$ cat src/rtl/reorder_buffer.sv
// In-order retirement buffer: out-of-order tagged completions, one retire/cycle; completion-to-write 2 edges.
// Backpressure: rob_iss_full rejects allocation (dropped, no state change); completion ports are never stalled.
module reorder_buffer #(
  parameter int DEPTH = 8,
  parameter int TAGW  = 3
) (
  input  logic            clock,
  input  logic            reset,
  input  logic            iss_rob_alloc,
  input  logic [4:0]      iss_rob_regdest,
  input  logic            iss_rob_writereg,
  output logic [TAGW-1:0] rob_iss_tag,
  output logic            rob_iss_full,
  input  logic            am_rob_oper,
  input  logic [TAGW-1:0] am_rob_tag,
  input  logic [31:0]     am_rob_wbvalue,
  input  logic            mem_rob_oper,
  input  logic [TAGW-1:0] mem_rob_tag,
  input  logic [31:0]     mem_rob_wbvalue,
  input  logic            mul_rob_oper,
  input  logic [TAGW-1:0] mul_rob_tag,
  input  logic [31:0]     mul_rob_wbvalue,
  output logic            rob_reg_en,
  output logic [4:0]      rob_reg_addr,
  output logic [31:0]     rob_reg_data,
  output logic            rob_empty,
  output logic [TAGW:0]   rob_count
);

  localparam logic [TAGW:0] FULL_CNT = (TAGW+1)'(DEPTH);

  logic [DEPTH-1:0] valid_q;
  logic [DEPTH-1:0] done_q;
  logic [DEPTH-1:0] wr_q;
  logic [4:0]       dest_q [DEPTH];
  logic [31:0]      val_q  [DEPTH];
  logic [TAGW-1:0]  head_q;
  logic [TAGW-1:0]  tail_q;
  logic [TAGW:0]    count_q;

  logic             alloc_acc;
  logic             retire;
  logic [DEPTH-1:0] cmp_hit;
  logic [31:0]      cmp_val [DEPTH];

  assign rob_iss_full = (count_q == FULL_CNT);
  assign rob_empty    = (count_q == '0);
  assign rob_count    = count_q;
  assign rob_iss_tag  = tail_q;
  assign alloc_acc    = iss_rob_alloc && !rob_iss_full;
  assign retire       = valid_q[head_q] && done_q[head_q];

  // Later assignments win, giving mem > am > mul on a tag collision.
  always_comb begin
    for (int i = 0; i < DEPTH; i++) begin
      cmp_hit[i] = 1'b0;
      cmp_val[i] = val_q[i];
      if (mul_rob_oper && mul_rob_tag == TAGW'(i)) begin
        cmp_hit[i] = 1'b1;
        cmp_val[i] = mul_rob_wbvalue;
      end
      if (am_rob_oper && am_rob_tag == TAGW'(i)) begin
        cmp_hit[i] = 1'b1;
        cmp_val[i] = am_rob_wbvalue;
      end
      if (mem_rob_oper && mem_rob_tag == TAGW'(i)) begin
        cmp_hit[i] = 1'b1;
        cmp_val[i] = mem_rob_wbvalue;
      end
      cmp_hit[i] = cmp_hit[i] && valid_q[i];
    end
  end

  always_ff @(posedge clock or negedge reset) begin
    if (!reset) begin
      valid_q      <= '0;
      done_q       <= '0;
      head_q       <= '0;
      tail_q       <= '0;
      count_q      <= '0;
      rob_reg_en   <= 1'b0;
      rob_reg_addr <= '0;
      rob_reg_data <= '0;
    end else begin
      done_q <= done_q | cmp_hit;
      if (alloc_acc) begin
        valid_q[tail_q] <= 1'b1;
        done_q[tail_q]  <= 1'b0;
        tail_q          <= tail_q + TAGW'(1);
      end
      // Head and tail only coincide when empty or full, so alloc and retire never touch one entry.
      if (retire) begin
        valid_q[head_q] <= 1'b0;
        done_q[head_q]  <= 1'b0;
        head_q          <= head_q + TAGW'(1);
        rob_reg_en      <= wr_q[head_q] && (dest_q[head_q] != 5'd0);
        rob_reg_addr    <= dest_q[head_q];
        rob_reg_data    <= val_q[head_q];
      end else begin
        rob_reg_en <= 1'b0;
      end
      count_q <= count_q + {{TAGW{1'b0}}, alloc_acc} - {{TAGW{1'b0}}, retire};
    end
  end

  // Payload storage is qualified by valid, so it needs no reset.
  always_ff @(posedge clock) begin
    for (int i = 0; i < DEPTH; i++) begin
      if (cmp_hit[i]) val_q[i] <= cmp_val[i];
    end
    if (alloc_acc) begin
      dest_q[tail_q] <= iss_rob_regdest;
      wr_q[tail_q]   <= iss_rob_writereg;
    end
  end

endmodule

$ cat config.mk
export PLATFORM = sky130hd
export DESIGN_NAME = reorder_buffer
export DESIGN_NICKNAME = d
export VERILOG_FILES = /design/src/rtl/reorder_buffer.sv
export SDC_FILE = /design/constraint.sdc
export NUM_CORES = 1
export LEC_CHECK = 0
export CORE_ASPECT_RATIO = 2
export CORE_UTILIZATION = 30
export DETAILED_ROUTE_END_ITERATION = 6
export GPL_ROUTABILITY_DRIVEN = 0
export GPL_TIMING_DRIVEN = 0
export PLACE_DENSITY = 0.48
export SETUP_SLACK_MARGIN = 0.15
export SLEW_MARGIN = 15
export SYNTH_ARGS = -nofsm -noshare
export SYNTH_HDL_FRONTEND = slang
export SYNTH_SLANG_ARGS = --single-unit
$ cat constraint.sdc
create_clock -name clock -period 3.45 [get_ports clock]
set_input_delay 0.69 -clock clock [delete_from_list [all_inputs] [get_ports clock]]
set_output_delay 0.69 -clock clock [all_outputs]
set_load 0.1 [all_outputs]
==> results of run 1 <==
-- layer usage --
| metal | wire [um] | vias up | part of all wire, % |
|---|---|---|---|
| li1 | - | 6241 | - |
| met1 | 27400 | 7355 | 36 |
| met2 | 40200 | 744 | 52 |
| met3 | 5460 | 202 | 7.1 |
| met4 | 3490 | 24 | 4.6 |
| met5 | 145 | - | 0.19 |
-- kinds of logic (layout without fill, tap and decap cells) --
| kind of cell | Yosys count | in the layout | synth area share [%] |
|---|---|---|---|
| AO/OA/AOI/OAI | 284 | 284 | 7.53 |
| buffers and inverters | 223 | 378 | 4.51 |
| multiplexers | 413 | 413 | 26.2 |
| XOR/XNOR | 3 | 3 | 0.132 |
| other | 0 | 9 | 0 |
| adder cells (fa/ha/maj) | 9 | 9 | 0.604 |
| AND/OR/NAND/NOR | 327 | 327 | 7.13 |
| flip-flops | 368 | 368 | 53.9 |
-- registers in the layout (all words and copies together) (netlist names) --
signal,flops
dest_q,40
rob_iss_tag,3
wr_q,8
rob_count,4
valid_q,8
rob_reg_addr,5
done_q,8
head_q,3
rob_reg_en,1
rob_reg_data,32
val_q,256
-- layout make-up --
class	count	area, um2
inverters	11	41.3
plain buffers	212	867
repair buffers	88	1110
multi-input cells	1036	8370
well taps	877	1100
clock buffers	54	1070
fillers	6423	42300
diodes	9	22.5
flip-flops and latches	368	10700
clock inverters	13	121
-- cell usage in the layout, fill, tap and decap left out, types with 5 or more instances in the layout --
cell and n:
buf_1 31, buf_4 7, buf_16 11, clkbuf_16 39, inv_1 11, nor4bb_1 9
clkbuf_1 153, nand4b_1 9, mux2_2 75, mux2i_1 257, dfrtp_1 64, nand2_1 140
edfxtp_1 304, clkdlybuf4s50_1 65, buf_2 31, diode_2 9, ha_1 8, nor2_1 140
a21oi_1 132, o21ai_0 128, mux4_2 78, clkinv_2 5
-- power groups by stage --
stage	registers [uW]	clock network (uW)	logic [uW]
after floorplan	7970	0	3560
after global placement	6150	0	7750
after detailed placement	6150	0	7960
after CTS	6060	4240	8020
after global routing	6140	4360	8350
final	6050	4150	7950
-- final timing paths --
path	cells after the start	slack, ps	start	to
max	5	270	mem_rob_oper	val_q[2][12]
min	1	60	reset	rob_reg_data[6]
max reg2reg	6	310	head_q[2]	rob_reg_data[11]
min reg2reg	1	500	rob_reg_addr[1]	rob_reg_addr[1]
max in group asynchronous	2	2710	reset	rob_count[3]
min in group clock	1	500	rob_reg_addr[1]	rob_reg_addr[1]
-- timing repair --
action                                  CTS  global route
gates resized for setup                   8             3
endpoints found under the setup margin   22            19
setup buffers                             0             2
-- through the flow --
stage | cells | hold WS, ps | utilization [%] | total power (uW) | setup TNS [ps]
after floorplan | 1627 | 394 | - | 11500 | 0
after global placement | 2571 | 484 | 33.0 | 13900 | -525710
after detailed placement | 2590 | 497 | 33.7 | 14100 | -43400
after CTS | 2657 | 48.7 | 35.6 | 18300 | 0
after global routing | 2664 | 65.0 | 35.6 | 18800 | 0
final | 2668 | 63.3 | 35.6 | 18200 | 0
==> results.sh, run 1 <==
export IMPL_worst_pin_slew_ps=1220
export IMPL_cts_max_level=2
export IMPL_clk_insertion_delay_late_ps=560
export IMPL_grt_antenna_before_repair=20
export IMPL_grt_max_degree=45
export IMPL_pre_cts_ws_ps=-506
export IMPL_ir_drop_mv=0.543
export IMPL_design_area_mm2=0.0234
export IMPL_met2_usage_pct=40.6
export IMPL_rows=133
export IMPL_crit_chain="clkdlybuf4s50_1, nor4bb_1, clkbuf_1, clkbuf_1, o21ai_0"
export IMPL_synthCells=1627
export IMPL_ys_types=47
export IMPL_synth_most_common_cell="edfxtp_1"
export IMPL_slew_headroom_pct=18.5
export IMPL_startpoint_type="primary input"
export IMPL_sequentialPowerShare_pct=33.3
export IMPL_fin_ws_ps=269
export IMPL_cpPeakStageDelay_ps=700
export IMPL_power_frac_comb_pct=43.8
export IMPL_critPathKind="primary input to flip-flop"
export IMPL_drc=0
export IMPL_post_drt_via_cell_ratio=5.46
export IMPL_end_kind="flip-flop"
export IMPL_p_leak_uw=0.00835
export IMPL_syn2layout_area_growth_pct=17.8
export IMPL_final_hold_viol_count=0
export IMPL_vias=14600
export IMPL_synth_top_cells_by_count="edfxtp_1 (304), mux2i_1 (258), clkbuf_1 (145), nand2_1 (140), nor2_1 (140)"
export IMPL_synth_avg_cell_area_um2=12.2
export IMPL_cts_sinks=368
export IMPL_fmax_ghz=0.314
export IMPL_arrival_ps=3440
export IMPL_tritoncts="built"
export IMPL_die_h_um=366
export IMPL_p_sw_share_pct=40.2
export IMPL_hpwl_um=53600
export IMPL_ant_nets=0
export IMPL_io_pins=164
export IMPL_floorplan_initialDensity_pct=30.3
export IMPL_ys_seq_area_share_pct=53.9
export IMPL_cap_violations=0
export IMPL_drive_gt1_share_pct=15.8
export IMPL_cts_root_buf="clkbuf_16"
export IMPL_critical_path_slowest_cell="clkbuf_1"
export IMPL_synth_seq_cells=368
export IMPL_rsz0062_at_grt="false"
export IMPL_cts_buffers=37
export IMPL_cp_max_fo=10
export IMPL_ys_async_sr_fraction_pct=17.4
export IMPL_grt_use_met1_pct=25.6
export IMPL_setup_viol=0
export IMPL_finalCritPeriodShare_pct=92.2
export IMPL_core_mm2=0.0657
export IMPL_status="finished, final reports clean"
export IMPL_grt_first_pass_wirelength_um=108000
export IMPL_synth_nets=1753
export IMPL_clkTransAtPathRegs_ps=70
export IMPL_clock_path_buffers=3
export IMPL_grt_busiest_layer="met2"
export IMPL_grt_util_met3_pct=4.47
export IMPL_drt_iter0_drc=1467
export IMPL_hold_path_class="primary input to asynchronous set/reset pin"
export IMPL_switchingPower_uw=7290
export IMPL_portBuffers=67
export IMPL_synth_top_area_share_pct=45.9
export IMPL_place_area_mm2=0.0222
export IMPL_wl_um=76700
export IMPL_critPathBufInv=3
export IMPL_die_w_um=184
export IMPL_synth_edf_count=304
export IMPL_first_pass_iters=7
export IMPL_hold_buffers=0
export IMPL_grt_ovfl_total=0
export IMPL_pwr_share_clk_pct=22.9
export IMPL_die_area_mm2=0.0674
export IMPL_netlist_area_mm2=0.0199
export IMPL_fin_skew_ps=21.0
export IMPL_crit_family="buffers and inverters"
export IMPL_power_density_mw_per_mm2=775
export IMPL_post_synth_top_area_cell="edfxtp_1"
export IMPL_wl_per_cell_um=28.7
export IMPL_nNetsFinal=1880
export IMPL_post_route_min_period_ps=3180
export IMPL_drv_slew=0
export IMPL_track_usage_pct=22.8
export IMPL_ys_warn_count=0
export IMPL_yosys_most_used_dff="edfxtp_1"
export IMPL_critical_path_required_ps=3710
export IMPL_ys_top_cells_by_area="edfxtp_1 (46%), mux2i_1 (13%), mux4_2 (8.8%), dfrtp_1 (8.0%), mux2_2 (4.2%)"
export IMPL_critPathMostFrequentCell="clkbuf_1"
export IMPL_grt_pass1_vias=14900
export IMPL_p_int_uw=10900
No activity file was read; power rests on OpenSTA's default activity.
==> run 2: changes to the inputs <==
Settings changed: ABC_AREA set to 1, CELL_PAD_IN_SITES_DETAIL_PLACEMENT set to 0, CELL_PAD_IN_SITES_GLOBAL_PLACEMENT set to 2, PLACE_DENSITY 0.48 to 0.7.
==> results.sh, run 2 <==
export IMPL_status="finished, violations left"
export IMPL_violations="hold timing"
export IMPL_fmax_ghz=0.315
export IMPL_ant_nets=0
export IMPL_synth_seq_cells=368
export IMPL_cpPeakStageDelay_ps=1140
export IMPL_rsz0062_at_grt="false"
export IMPL_grt_max_degree=50
export IMPL_clkTransAtPathRegs_ps=70
export IMPL_nNetsFinal=2601
export IMPL_vias=18400
export IMPL_critical_path_required_ps=2760
export IMPL_portBuffers=131
export IMPL_largest_register_ffs=256
export IMPL_n_antenna_cell=0
export IMPL_hold_buffers=0
export IMPL_synthCells=2295
export IMPL_drv_slew=0
export IMPL_hpwl_um=64600
export IMPL_ir_drop_mv=0.532
export IMPL_wl_um=90800
export IMPL_largest_register="val_q"
export IMPL_biggestRegsByFlops="val_q x256, dest_q x40, rob_reg_data x32"
export IMPL_power_density_mw_per_mm2=802
export IMPL_worst_pin_slew_ps=1070
export IMPL_end_kind="output pin"
export IMPL_arrival_ps=2480
export IMPL_syn2layout_area_growth_pct=19.7
export IMPL_ys_async_sr_fraction_pct=17.4
export IMPL_netlist_area_mm2=0.0199
export IMPL_synth_top_cells_by_count="nand2_1 (497), o21ai_0 (383), edfxtp_1 (304), nor2_1 (303), o211ai_1 (260)"
export IMPL_synth_avg_cell_area_um2=8.69
export IMPL_floorplan_initialDensity_pct=30.3
export IMPL_layout_common_cells="nand2_1 (497), o21ai_0 (383), edfxtp_1 (304)"
export IMPL_first_pass_iters=6
export IMPL_post_synth_top_area_cell="edfxtp_1"
export IMPL_drc=0
export IMPL_cap_violations=0
export IMPL_post_drt_via_cell_ratio=5.45
export IMPL_cts_buffers=38
export IMPL_die_w_um=184
export IMPL_tritoncts="built"
export IMPL_critPathKind="flip-flop to output pin"
export IMPL_final_cell_count_no_fill=3382
export IMPL_crit_chain="inv_1, ha_1, nor3b_2, clkdlybuf4s50_1"
export IMPL_drt_iter0_drc=1773
export IMPL_cts_sinks=368
export IMPL_die_h_um=367
export IMPL_p_leak_uw=0.00938
export IMPL_final_hold_viol_count=5
export IMPL_ys_top_cells_by_area="edfxtp_1 (46%), o211ai_1 (9.8%), o21ai_0 (9.6%), nand2_1 (9.4%), dfrtp_1 (8.0%)"
export IMPL_slew_headroom_pct=28.7
export IMPL_synth_most_common_cell="nand2_1"
export IMPL_startpoint_type="flip-flop"
export IMPL_cts_root_buf="clkbuf_16"
export IMPL_dp_cells=3312
export IMPL_wl_per_cell_um=26.8
export IMPL_critical_path_slowest_cell="clkdlybuf4s50_1"
export IMPL_final_common_cell="nand2_1"
export IMPL_drive_gt1_share_pct=6.07
export IMPL_grt_ovfl_total=0
export IMPL_hold_ws_ps=-6.23
export IMPL_ys_types=33
export IMPL_die_area_mm2=0.0676
export IMPL_cts_max_level=2
export IMPL_synth_top_area_share_pct=45.8
export IMPL_ys_seq_area_share_pct=53.8
export IMPL_cp_max_fo=3
export IMPL_io_pins=164
export IMPL_fin_skew_ps=27.7
export IMPL_clock_path_buffers=3
export IMPL_ys_warn_count=0
export IMPL_hold_path_class="primary input to asynchronous set/reset pin"
export IMPL_grt_antenna_before_repair=1
export IMPL_setup_viol=0
export IMPL_yosys_most_used_dff="edfxtp_1"
export IMPL_clk_insertion_delay_late_ps=580
export IMPL_grt_pass1_vias=18500
export IMPL_core_mm2=0.0657
export IMPL_track_usage_pct=26.8
export IMPL_synth_nets=2421
export IMPL_rows=133
export IMPL_post_route_min_period_ps=3170
export IMPL_grt_first_pass_wirelength_um=128000
export IMPL_finalCritPeriodShare_pct=91.9
export IMPL_synth_edf_count=304
run 2: cell count changes after synthesis, moves of 29 or more:
cell / change
a21oi_1: -115
inv_1: +132
mux2_2: -75
mux2i_1: -258
mux4_2: -78
nand2_1: +357
nand3_1: +30
nand4_1: +29
nor2_1: +163
o211ai_1: +260
o21ai_0: +255
run 2: timing repair:
action | 4_1_cts | 5_1_grt
endpoints found under the setup margin | 0 | 1
gates resized for setup | 0 | 1
setup buffers | 0 | 0
run 2: logic make-up (layout without fill, tap and decap cells):
group | Yosys count | in the layout | share of synthesized area, %
AOI/OAI and AO/OA | 675 | 675 | 20.4
xor gates and xnor gates | 4 | 4 | 0.176
and+or+nand+nor | 886 | 886 | 17.8
DFF | 368 | 368 | 53.8
adders and majority gates | 9 | 9 | 0.602
buffers and inverters | 353 | 563 | 7.20
run 2: layout make-up:
type | count | area (um2)
Buffer | 203 | 873
Clock buffer | 52 | 1060
Clock inverter | 18 | 273
Fill cell | 6713 | 41800
Inverter | 150 | 563
Multi-Input combinational cell | 1574 | 7790
Sequential cell | 368 | 10700
Tap cell | 877 | 1100
Timing Repair Buffer | 140 | 1500
run 2: worst max-delay path: cells and delay by family, from the launching register on:
family        cells  cell delay (ps)
buf+inv           2             1250
flops             1              380
simple gates      1              140
fa+ha+maj         1              150
run 2: layer usage:
metal | track usage (%) | up-vias | wire, um
met4 | 13.5 | 2 | 4770
met1 | 30.0 | 8945 | 33400
met2 | 48.9 | 918 | 47200
met3 | 3.44 | 239 | 5380
met5 | 0 | - | 13
li1 | - | 8327 | -
run 2: metrics by stage:
step / power [uW] / utilization (%) / instance area (um2) / setup slack (ps) / TNS, ps
finish: 19200 / 36.3 / 23900 / 279 / 0
global route: 20000 / 36.3 / 23900 / 189 / 0
CTS: 19300 / 36.3 / 23900 / 233 / 0
detailed placement: 14700 / 34.3 / 22500 / -3.28 / -27.0
global placement: 14600 / 34.0 / 22400 / -1350 / -287720
floorplan: 11500 / - / 20000 / 454 / 0
run 2: report_power, final:
| part | internal (uW) | switching (uW) |
|---|---|---|
| clock network | 2640 | 1940 |
| registers | 5630 | 323 |
| logic | 2130 | 6500 |
run 2: final timing paths:
check	from	endpoint	slack, ps	depth (start not counted)
setup / recovery	rob_count[2]	rob_empty	280	4
hold / removal	reset	rob_reg_data[28]	-6	1
setup reg to reg	head_q[0]	rob_count[2]	500	13
hold reg to reg	rob_reg_data[5]	rob_reg_data[5]	470	2
max in group asynchronous	reset	rob_reg_data[17]	2820	2
min in group clock	rob_reg_data[5]	rob_reg_data[5]	470	2
